**config.mk**
```make
export PLATFORM = sky130hd
export DESIGN_NAME = matmul_engine
export DESIGN_NICKNAME = d
export VERILOG_FILES = /design/src/rtl/matmul_engine.sv
export SDC_FILE = /design/constraint.sdc
export NUM_CORES = 1
export LEC_CHECK = 0
export ABC_AREA = 1
export BUFFER_PORTS_ARGS = -buffer_cell sky130_fd_sc_hd__buf_2
export CAP_MARGIN = 20
export CORE_MARGIN = 5
export CORE_UTILIZATION = 48
export CTS_CLUSTER_DIAMETER = 200
export DETAILED_ROUTE_END_ITERATION = 10
export GPL_ROUTABILITY_DRIVEN = 1
export PLACE_DENSITY = 0.71
export SETUP_SLACK_MARGIN = 0.5
export SLEW_MARGIN = 30
export SYNTH_ARGS = -nofsm -noshare
export SYNTH_HDL_FRONTEND = slang
export SYNTH_SLANG_ARGS = --single-unit
```
**constraint.sdc**
```tcl
create_clock -name clk -period 6.9 [get_ports clk]
set_input_delay 0.69 -clock clk [delete_from_list [all_inputs] [get_ports clk]]
set_output_delay 0.69 -clock clk [all_outputs]
set_load 0.05 [all_outputs]
```
**src/rtl/matmul_engine.sv**
```systemverilog
// -----------------------------------------------------------------------------
// matmul_engine
// Sequential square matrix multiplier: C = A x B, one multiply-accumulate per
// clock. Operands are captured on the accepting edge, so the inputs may change
// freely while a job is running. Each finished C element is written in place
// (row-major order, k innermost). All other C elements keep their previous
// values.
//
// Ports
//   clk    in   1            rising-edge clock
//   rst_n  in   1            asynchronous active-low reset
//   start  in   1            request a job (accepted in IDLE or DONE)
//   a_in   in   N*N*DATA_W   matrix A, element (r,c) at [(r*N+c)*DATA_W +: DATA_W]
//   b_in   in   N*N*DATA_W   matrix B, same packing
//   c_out  out  N*N*OUT_W    matrix C, element (r,c) at [(r*N+c)*OUT_W +: OUT_W]
//   busy   out  1            high exactly while computing
//   done   out  1            one-cycle completion pulse
// -----------------------------------------------------------------------------
module matmul_engine #(
    parameter int N      = 4,
    parameter int DATA_W = 8,
    parameter int OUT_W  = 16,
    parameter int SIGNED = 0,
    parameter int SAT    = 1
) (
    input  logic                      clk,
    input  logic                      rst_n,
    input  logic                      start,
    input  logic [N*N*DATA_W-1:0]     a_in,
    input  logic [N*N*DATA_W-1:0]     b_in,
    output logic [N*N*OUT_W-1:0]      c_out,
    output logic                      busy,
    output logic                      done
);

    localparam int IDX_W = $clog2(N);
    localparam int ACC_W = 2 * DATA_W + $clog2(N);
    // Saturation works on a value strictly wider than OUT_W so that the
    // overflow bits always exist, even for narrow operand configurations.
    localparam int EXT_W = (ACC_W > OUT_W) ? ACC_W : OUT_W + 1;

    typedef enum logic [1:0] {
        IDLE    = 2'd0,
        COMPUTE = 2'd1,
        DONE    = 2'd2
    } state_t;

    state_t                  state_q;
    logic [N*N*DATA_W-1:0]   a_q;
    logic [N*N*DATA_W-1:0]   b_q;
    logic [N*N*OUT_W-1:0]    c_q;
    logic [ACC_W-1:0]        acc_q;
    logic [IDX_W-1:0]        i_q;
    logic [IDX_W-1:0]        j_q;
    logic [IDX_W-1:0]        k_q;
    logic                    busy_q;
    logic                    done_q;

    logic [DATA_W-1:0]       a_el_s;
    logic [DATA_W-1:0]       b_el_s;
    logic [ACC_W-1:0]        a_ext_s;
    logic [ACC_W-1:0]        b_ext_s;
    logic [ACC_W-1:0]        prod_s;
    logic [ACC_W-1:0]        sum_s;
    logic [EXT_W-1:0]        sum_ext_s;
    logic [OUT_W-1:0]        res_s;
    logic                    last_k_s;
    logic                    last_j_s;
    logic                    last_i_s;

    // Clamp a wide sum into the OUT_W range of the configured signedness.
    function automatic logic [OUT_W-1:0] sat_clamp(input logic [EXT_W-1:0] v);
        logic [EXT_W-OUT_W:0] hi;
        logic [OUT_W-1:0]     r;
        hi = v[EXT_W-1:OUT_W-1];
        if (SIGNED != 0) begin
            // Fits when every bit from the OUT_W sign bit upward agrees.
            if ((&hi) || !(|hi)) begin
                r = v[OUT_W-1:0];
            end else if (v[EXT_W-1]) begin
                r = {1'b1, {(OUT_W-1){1'b0}}};
            end else begin
                r = {1'b0, {(OUT_W-1){1'b1}}};
            end
        end else begin
            if (|v[EXT_W-1:OUT_W]) begin
                r = {OUT_W{1'b1}};
            end else begin
                r = v[OUT_W-1:0];
            end
        end
        return r;
    endfunction

    // Datapath: select operands, extend, multiply-accumulate, and format the result.
    always_comb begin
        a_el_s = a_q[(int'(i_q) * N + int'(k_q)) * DATA_W +: DATA_W];
        b_el_s = b_q[(int'(k_q) * N + int'(j_q)) * DATA_W +: DATA_W];
        if (SIGNED != 0) begin
            a_ext_s = ACC_W'($signed(a_el_s));
            b_ext_s = ACC_W'($signed(b_el_s));
        end else begin
            a_ext_s = ACC_W'(a_el_s);
            b_ext_s = ACC_W'(b_el_s);
        end
        // Low ACC_W bits of the product are identical for signed and unsigned.
        prod_s = a_ext_s * b_ext_s;
        sum_s  = acc_q + prod_s;
        if (SIGNED != 0) begin
            sum_ext_s = EXT_W'($signed(sum_s));
        end else begin
            sum_ext_s = EXT_W'(sum_s);
        end
        if (SAT != 0) begin
            res_s = sat_clamp(sum_ext_s);
        end else begin
            res_s = sum_ext_s[OUT_W-1:0];
        end
        last_k_s = (k_q == IDX_W'(N - 1));
        last_j_s = (j_q == IDX_W'(N - 1));
        last_i_s = (i_q == IDX_W'(N - 1));
    end

    // Control FSM with operand capture, counters, accumulator and registered outputs.
    always_ff @(posedge clk or negedge rst_n) begin
        if (!rst_n) begin
            state_q <= IDLE;
            a_q     <= '0;
            b_q     <= '0;
            c_q     <= '0;
            acc_q   <= '0;
            i_q     <= '0;
            j_q     <= '0;
            k_q     <= '0;
            busy_q  <= 1'b0;
            done_q  <= 1'b0;
        end else begin
            case (state_q)
                IDLE, DONE: begin
                    done_q <= 1'b0;
                    if (start) begin
                        a_q     <= a_in;
                        b_q     <= b_in;
                        acc_q   <= '0;
                        i_q     <= '0;
                        j_q     <= '0;
                        k_q     <= '0;
                        busy_q  <= 1'b1;
                        state_q <= COMPUTE;
                    end else begin
                        busy_q  <= 1'b0;
                        state_q <= IDLE;
                    end
                end
                COMPUTE: begin
                    if (last_k_s) begin
                        // Element complete: publish it and restart the sum
                        // for the next element on the very next cycle.
                        c_q[(int'(i_q) * N + int'(j_q)) * OUT_W +: OUT_W] <= res_s;
                        acc_q <= '0;
                        k_q   <= '0;
                        if (last_j_s) begin
                            j_q <= '0;
                            if (last_i_s) begin
                                i_q     <= '0;
                                busy_q  <= 1'b0;
                                done_q  <= 1'b1;
                                state_q <= DONE;
                            end else begin
                                i_q <= i_q + IDX_W'(1);
                            end
                        end else begin
                            j_q <= j_q + IDX_W'(1);
                        end
                    end else begin
                        acc_q <= sum_s;
                        k_q   <= k_q + IDX_W'(1);
                    end
                end
                default: begin
                    busy_q  <= 1'b0;
                    done_q  <= 1'b0;
                    state_q <= IDLE;
                end
            endcase
        end
    end

    assign c_out = c_q;
    assign busy  = busy_q;
    assign done  = done_q;

endmodule

```
; ---- Word level (Yosys, flattened, before mapping)
; Index checks and enable logic that the tools add are counted.
[word_totals]
reg_bits = 540
in_bits = 259
word_cells = 71
[classes]
addsub = 8
multipliers = 1
n_eq_ne = 9
shift = 4
mux = 29
reduce_logical = 10
[ops]
columns = cell, count
row1 = 256-bit bitwise mux, 1
row2 = 16-bit by 33-bit variable shift with 256-bit output (first input constant), 1
row3 = 128-bit by 9-bit variable part select with 8-bit output, 2
row4 = 16-bit by 33-bit variable part select with 256-bit output, 1
row5 = 18-bit two-way mux, 2
row6 = 18-bit one-hot mux with 2 select lines, 1
row7 = 9-bit negation with 33-bit output, 1
row8 = 2-bit two-way mux, 10
row9 = 18-bit by 16-bit adder with 18-bit output, 1
row10 = 8-bit by 8-bit multiplier with 16-bit output, 1
row11 = 16-bit two-way mux, 1
row12 = 2-bit one-hot mux with 2 select lines, 4
row13 = 4-bit by 2-bit adder with 5-bit output, 3
row14 = 1-bit two-way mux, 9
row15 = 2-bit equality test (second input constant), 4
row16 = 2-bit inequality test (second input constant), 4
row17 = 2-bit by 1-bit adder with 2-bit output (second input constant), 3
row18 = 2-bit AND reduction, 3
row19 = 3-bit AND reduction, 2
row20 = 4-bit AND reduction, 1
row21 = 2-bit OR reduction, 2
row22 = 2-bit by 1-bit equality test with 1-bit output (second input constant), 1
row23 = 2-bit logical NOT, 1
row24 = 1-bit one-hot mux with 2 select lines, 1
row25 = 2-bit nonzero test, 1

; ---- Longest topological paths before layout
; Gate-level depths: netlist (run 1).
[depth]
ltp_word = 8
ltp_mapped = 30

; ---- Worst setup path before layout (run 1)
; OpenSTA, ideal clock, no wires.
[synth_path]
path_type = reg-to-reg
startpoint = reg j_q[1]
endpoint = reg c_q[8], in the netlist c_out[8]
setup_ns = 0.125
arrival_time_ns = 5.340
required_time_ns = 6.775
slack_ns = 1.435
path_stages_with_launch = 26
n_path_buf = 3
synth_period_minus_slack_ns = 5.465
cell_sequence = dfrtp_1 > buf_4 > inv_1 > clkbuf_1 > o21ai_0 > o22ai_1 > nor2_1 > o21ai_1 > nand2_1 > fa_1 > inv_1 > fa_1 > inv_1 > fa_1 > fa_1 > inv_1 > ha_1 > or2_0 > nand3_1 > nand2_1 > nand2_1 > nand3_1 > nand2_2 > buf_6 > nand3_2 > mux2_2
[synth_via]
elab_chain_len = 8
word_cells_on_any_way = 11
cone_classes = add/sub (4) / mul (1) / shift (3) / mux (2) / reduce/logical (1)
[synth_lines]
columns = element, line_no
row1 = from (decl), 54  ; logic [IDX_W-1:0] j_q;
row2 = from (signal assigned), 173  ; j_q <= j_q + IDX_W'(1);
row3 = 4-bit by 2-bit adder with 5-bit output, 98  ; b_el_s = b_q[(int'(k_q) * N + int'(j_q)) * DATA_W +: DATA_W];
row4 = 128-bit by 9-bit variable part select with 8-bit output, 98
row5 = 8-bit by 8-bit multiplier with 16-bit output, 107  ; prod_s = a_ext_s * b_ext_s;
row6 = 18-bit by 16-bit adder with 18-bit output, 108  ; sum_s = acc_q + prod_s;
row7 = 2-bit OR reduction, 86  ; if (|v[EXT_W-1:OUT_W]) begin
row8 = 16-bit two-way mux, 86
row9 = 16-bit by 33-bit variable part select with 256-bit output, 159  ; c_q[(int'(i_q) * N + int'(j_q)) * OUT_W +: OUT_W] <= res_s;
row10 = 256-bit bitwise mux *, 159
row11 = "to (signal, indexed assignment)", 159
row12 = to (decl), 51  ; logic [N*N*OUT_W-1:0] c_q;
; Every way passes the cells marked *; elsewhere a longest branch is shown, timed or not.
; A chain may end at the register's enable or synchronous reset.

; ---- Worst setup path after layout (run 1)
[layout_path]
startpoint = reg j_q[0]
endpoint = reg c_q[124], in the netlist c_out[124]
; Same word-level chain as after synthesis.

==> results of run 1 <==
[repair_timing]
item                       CTS  global route
gates cloned                 0             3
setup endpoints to repair  186           256
gates resized for setup     16            39
setup buffers                1            15
pin swaps                    0            14
[cells in the mapped netlist (6+ instances only)]
cell type	n
a21oi_1	148
buf_1	10
buf_2	43
buf_6	6
clkbuf_1	89
dfrtp_1	538
fa_1	50
ha_1	48
inv_1	178
inv_2	10
mux2_2	271
nand2_1	275
nand3_1	58
nand3_2	10
nand4_1	68
nor2_1	269
nor2_2	7
nor2_4	6
o211ai_1	14
o21ai_0	187
o21ai_1	65
o221ai_1	44
o22ai_1	30
[per-layer routing]
metal  track usage, %  share of wire [%]
met1             35.9                 40
met2             44.3                 48
met3             5.39                8.7
met4             9.71                3.9
met5                0               0.11
[registers in the layout, summed over array words and instances, names as in the netlist]
| register | cells |
|---|---|
| c_out | 256 |
| k_q | 2 |
| i_q | 2 |
| b_q | 128 |
| j_q | 2 |
| a_q | 128 |
| acc_q | 18 |
| state_q | 1 |
| done | 1 |
[cells in the final DEF (no fill, tap or decap), types with 14 or more instances in the layout]
cell type and count:
fa_1 50, nand2_2 15, o21ai_0 179, o221ai_1 44, dfrtp_1 536, o22ai_1 30, nand4_1 68, ha_1 48
a21oi_1 145, nor2_1 267, o211ai_1 14, inv_1 176, nand2_1 260, nand3_1 50, clkbuf_16 54, o21ai_1 70
buf_4 45, mux2_2 271, buf_2 515
[cell type report]
type / count / area (sq um) / share of cell area, %
multi-input cells: 1579 / 10800 / 34.9
flip-flops and latches: 538 / 13500 / 43.5
clock buffers: 73 / 1470 / 4.76
inverters: 191 / 729 / 2.36
repair buffers: 577 / 3220 / 10.4
clock inverters: 22 / 360 / 1.16
diodes: 6 / 15.0 / 0.0485
well taps: 688 / 861 / 2.78
[how the worst min path moves through the flow]
stage	slack [ns]	depth (start not counted)	endpoint	from
floorplan	0.39	0	a_q[0]$_DFFE_PN0P_	rst_n
global placement	0.46	2	c_out[124]$_DFFE_PN0P_	c_out[124]$_DFFE_PN0P_
detailed placement	0.47	2	c_out[252]$_DFFE_PN0P_	c_out[252]$_DFFE_PN0P_
CTS	0.006	1	c_out[255]$_DFFE_PN0P_	rst_n
global route	0.03	1	c_out[124]$_DFFE_PN0P_	rst_n
finish	0.01	1	c_out[255]$_DFFE_PN0P_	rst_n
[metrics by stage]
step | area, sq um | hold WS, ns
after floorplan | 25400 | 0.394
after global placement | 28600 | 0.461
after detailed placement | 28700 | 0.472
after CTS | 30600 | 0.00639
after global routing | 30900 | 0.0307
final | 30900 | 0.0116
[cell families (layout without fill, tap and decap cells)]
family	Yosys count	in the layout	share of synthesized area (%)
adder cells (fa/ha/maj)	98	98	6.30
multiplexers	272	272	12.0
other	0	6	0
buffers and inverters	344	863	5.55
AO/OA/AOI/OAI	489	489	10.6
XOR/XNOR	8	8	0.276
flip-flops	538	538	52.9
AND/OR/NAND/NOR	710	712	12.3
[critical path: stages (launching register included)]
cell and delay [ns]:
dfrtp_4 0.55, buf_4 0.17, nor2_2 0.14, inv_4 0.07, o221ai_1 0.19, a21oi_1 0.08, o21ai_0 0.41, o21ai_2 0.22
nand2_1 0.14, fa_1 0.43, inv_1 0.09, fa_1 0.41, inv_1 0.08, fa_1 0.43, fa_1 0.54, inv_1 0.04
ha_1 0.34, or2_0 0.23, nand3_1 0.08, nand2_1 0.09, nand2_1 0.13, nand3_2 0.20, nand2_4 0.26, nand3_4 0.24
nand4_1 0.27, o21ai_1 0.12
==> impl_metrics.yaml, run 1 <==
synth:
  synth_top_area_share_pct: 52.9
  yosys_warnings: 0
  synth_top_area_cell: "dfrtp_1"
  netlist-cell-type-count: 40
  synth_edf_count: 0
  synthArstFlopShare_pct: 100
  yosys_register_bits: 538
  synth_area_leaders: "dfrtp_1, mux2_2, nand2_1, nor2_1, fa_1"
  synthFlopType: "dfrtp_1"
  synth.net_count: 2816
  syn_inst: 2459
  avgSynthCellArea_sq_um: 10.3
  syn_area_sq_um: 25400
  ys_seq_area_share_pct: 52.9
worst_setup_path:
  r2r_slack_ns: 0.74
  startpoint: "j_q[0]$_DFFE_PN0P_"
  crit_type: "reg -> reg"
  rr_endpoint: "c_out[124]$_DFFE_PN0P_"
  critPathCapture: "c_out[124]$_DFFE_PN0P_"
  arrival_ns: 6.59
  worstSetupEndpointType: "register"
  crit_required_ns: 7.34
  reg2regPathDepth: 25
  worstPathMaxFanout: 11
  worstReg2RegStart: "j_q[0]$_DFFE_PN0P_"
  cp-start-kind: "register"
global_route:
  overflow: 0
  grt_max_degree: 192
  grt_pass1_wl_mm: 122
  grt_pass1_vias: 20900
  track_usage_pct: 27.0
  antenna_found_initial: 12
route:
  drt_iter0_drc: 1726
  vias: 20800
  drt-vias-per-instance: 5.65
  wl_per_cell_microns: 22.0
  drt-total-wl_mm: 80.8
  ant_nets: 0
  post-route-drc-count: 0
  firstDrtPassIters: 5
clocking:
  ctsRootBufferMaster: "clkbuf_16"
  cts_made_buffers: 53
  clk_pin_slew_ns: 0.07
  holdBufCountCts: 0
  clock_latency_ns: 0.63
  cts_sinks: 538
  cts_tree: "done"
  clock_path_buffers: 3
  cts_max_level: 2
placement:
  numPlacedInstances: 3553
  hpwl_mm: 58.4
  gp_congestion: 0.943
  port_buffers: 516
  dp_slack_ns: 0.267
timing:
  slew_headroom_pct: 37.0
  period_share_pct: 89.2
  fin_tns_setup_ns: 0
  finClkSkew_ns: 0.0653
  final_hold_viol_count: 0
  post-route-min-period_ns: 6.16
  worstMarginPinSlew_ns: 0.945
  rsz0062_at_grt: "true"
  setup-violations-final: 0
  worst_slack_ns: 0.744
  drv_slew: 0
  max_freq_ghz: 0.162
layout:
  synthToLayoutAreaGrowth_pct: 21.6
  nNetsFinal: 3297
  drive_gt1_share_pct: 34.0
  final_core_util_pct: 58.9
  nFillCells: 4431
  stdcell_count: 3674
floorplan:
  rows: 84
  coreArea_sq_um: 52600
  die_x_microns: 240
  fp.dieH_microns: 240
  start_util_pct: 48.4
  dieArea_sq_um: 57700
  io_pins: 517
min_path:
  hold_path_class: "in -> async"
job:
  max_cap_viol_count: 0
run_status:
  outcome: "complete, no violations"
Power of run 1 is left out: the tool's default activity adds up to more than one toggle a clock period on the data nets, which glitch-free logic cannot reach.
==> inputs of run 2 (changes only) <==
==> constraint.sdc (replaced) <==
create_clock -name clk -period 6.9 [get_ports clk]
set_input_delay 0 -clock clk [delete_from_list [all_inputs] [get_ports clk]]
set_output_delay 0 -clock clk [all_outputs]
set_load 0.05 [all_outputs]
==> run 2 against run 1 <==
Compared with the run above: worst hold slack improved by 0.0078 ns; clock skew decreased by 0.013 ns; critical path depth increased by 1; maximum frequency decreased by 0.69%; global-route usage increased by 2.6 points.
==> impl_metrics.yaml, run 2 (same netlist as run 1, synthesis figures left out) <==
worst_setup_path:
  cp-start-kind: "register"
  worstPathMaxFanout: 32
  crit_required_ns: 7.34
  r2r_slack_ns: 0.70
  startpoint: "k_q[0]$_DFFE_PN0P_"
  arrival_ns: 6.64
  crit_cells: 26
  crit_buf_inv: 7
  worstSetupEndpointType: "register"
  crit_type: "reg -> reg"
  critPathTopFamily: "adder cells"
  cpPeakStageDelay_ns: 0.55
  worstReg2RegStart: "k_q[0]$_DFFE_PN0P_"
  reg2regPathDepth: 26
  critPathCapture: "c_out[242]$_DFFE_PN0P_"
  crit_slowest_cell: "fa_1"
  rr_endpoint: "c_out[242]$_DFFE_PN0P_"
placement:
  dp_slack_ns: 0.366
  port_buffers: 516
  gp_congestion: 0.951
  hpwl_mm: 57.8
floorplan:
  dieArea_sq_um: 57700
  io_pins: 517
  start_util_pct: 48.4
  fp.dieH_microns: 240
  rows: 84
  coreArea_sq_um: 52600
  die_x_microns: 240
layout:
  final_core_util_pct: 63.7
  drive_gt1_share_pct: 31.4
  largest_reg_flops: 256
  nNetsFinal: 3560
  final_cell_mix: "dfrtp_1, buf_2, mux2_2"
  synthToLayoutAreaGrowth_pct: 31.7
  layout_commonest_cell: "dfrtp_1"
timing:
  fin_tns_setup_ns: 0
  period_share_pct: 89.8
  setup-violations-final: 0
  finClkSkew_ns: 0.0527
  post-route-min-period_ns: 6.20
  slew_headroom_pct: 34.0
  worst_slack_ns: 0.701
  holdWs_ns: 0.0194
  final_hold_viol_count: 0
  rsz0062_at_grt: "false"
  worstMarginPinSlew_ns: 0.990
  drv_slew: 0
  max_freq_ghz: 0.161
route:
  drt-vias-per-instance: 5.76
  drt-total-wl_mm: 88.9
  ant_nets: 0
  drt_iter0_drc: 1924
  post-route-drc-count: 0
  vias: 22700
  firstDrtPassIters: 6
  wl_per_cell_microns: 22.6
clocking:
  cts_sinks: 538
  cts_tree: "done"
  cts_made_buffers: 54
  clock_path_buffers: 3
  clock_latency_ns: 0.63
  clk_pin_slew_ns: 0.06
  ctsRootBufferMaster: "clkbuf_16"
  cts_max_level: 2
global_route:
  grt_pass1_vias: 22900
  grt_pass1_wl_mm: 133
  track_usage_pct: 29.5
  antenna_found_initial: 5
  overflow: 0
  grt_max_degree: 183
run_status:
  outcome: "complete, no violations"
job:
  max_cap_viol_count: 0
min_path:
  hold_path_class: "in -> async"
## run 2: what timing repair did
item,CTS,global route
pin swaps,0,19
gates resized for setup,3,60
endpoints found under the setup margin,100,256
buffers inserted,1,20
hold buffers,257,0
cloned,0,4
endpoints found under the hold margin,347,0
## run 2: final cells by class
| type | count | area [sq um] |
|---|---|---|
| timing repair buffer | 839 | 5820 |
| multi-input combinational | 1579 | 10800 |
| clock inverter | 15 | 219 |
| tap | 688 | 861 |
| clock buffer | 82 | 1580 |
| sequential | 538 | 13500 |
| inverter | 191 | 728 |
| antenna | 4 | 10.0 |
| fill | 4010 | 19100 |
## run 2: per-stage QoR
step                      cells  cell area (sq um)
after floorplan            2459              25400
after global placement     3549              28600
after detailed placement   3552              28600
after CTS                  3907              33000
after global routing       3935              33500
final                      3936              33500
## run 2: worst min path at each step
stage               startpoint                endpoint  slack, ns  cells past startpoint
CTS                      rst_n   c_out[11]$_DFFE_PN0P_       0.02                      2
global placement         rst_n  c_out[120]$_DFFE_PN0P_       0.06                      1
global route             rst_n  c_out[131]$_DFFE_PN0P_       0.09                      2
detailed placement       rst_n  c_out[255]$_DFFE_PN0P_       0.07                      1
finish                   rst_n  c_out[118]$_DFFE_PN0P_       0.02                      2
floorplan                rst_n      a_q[0]$_DFFE_PN0P_      -0.30                      0
## run 2: per-layer routing
| layer | vias to the layer above | global-route usage [%] | part of all wire, % |
|---|---|---|---|
| li1 | 9852 | - | - |
| met1 | 11100 | 37.3 | 37 |
| met2 | 1379 | 49.0 | 48 |
| met3 | 305 | 6.47 | 9.4 |
| met4 | 2 | 13.6 | 5.2 |
| met5 | - | 0 | 0.015 |
Power of run 2 is left out for the same reason.
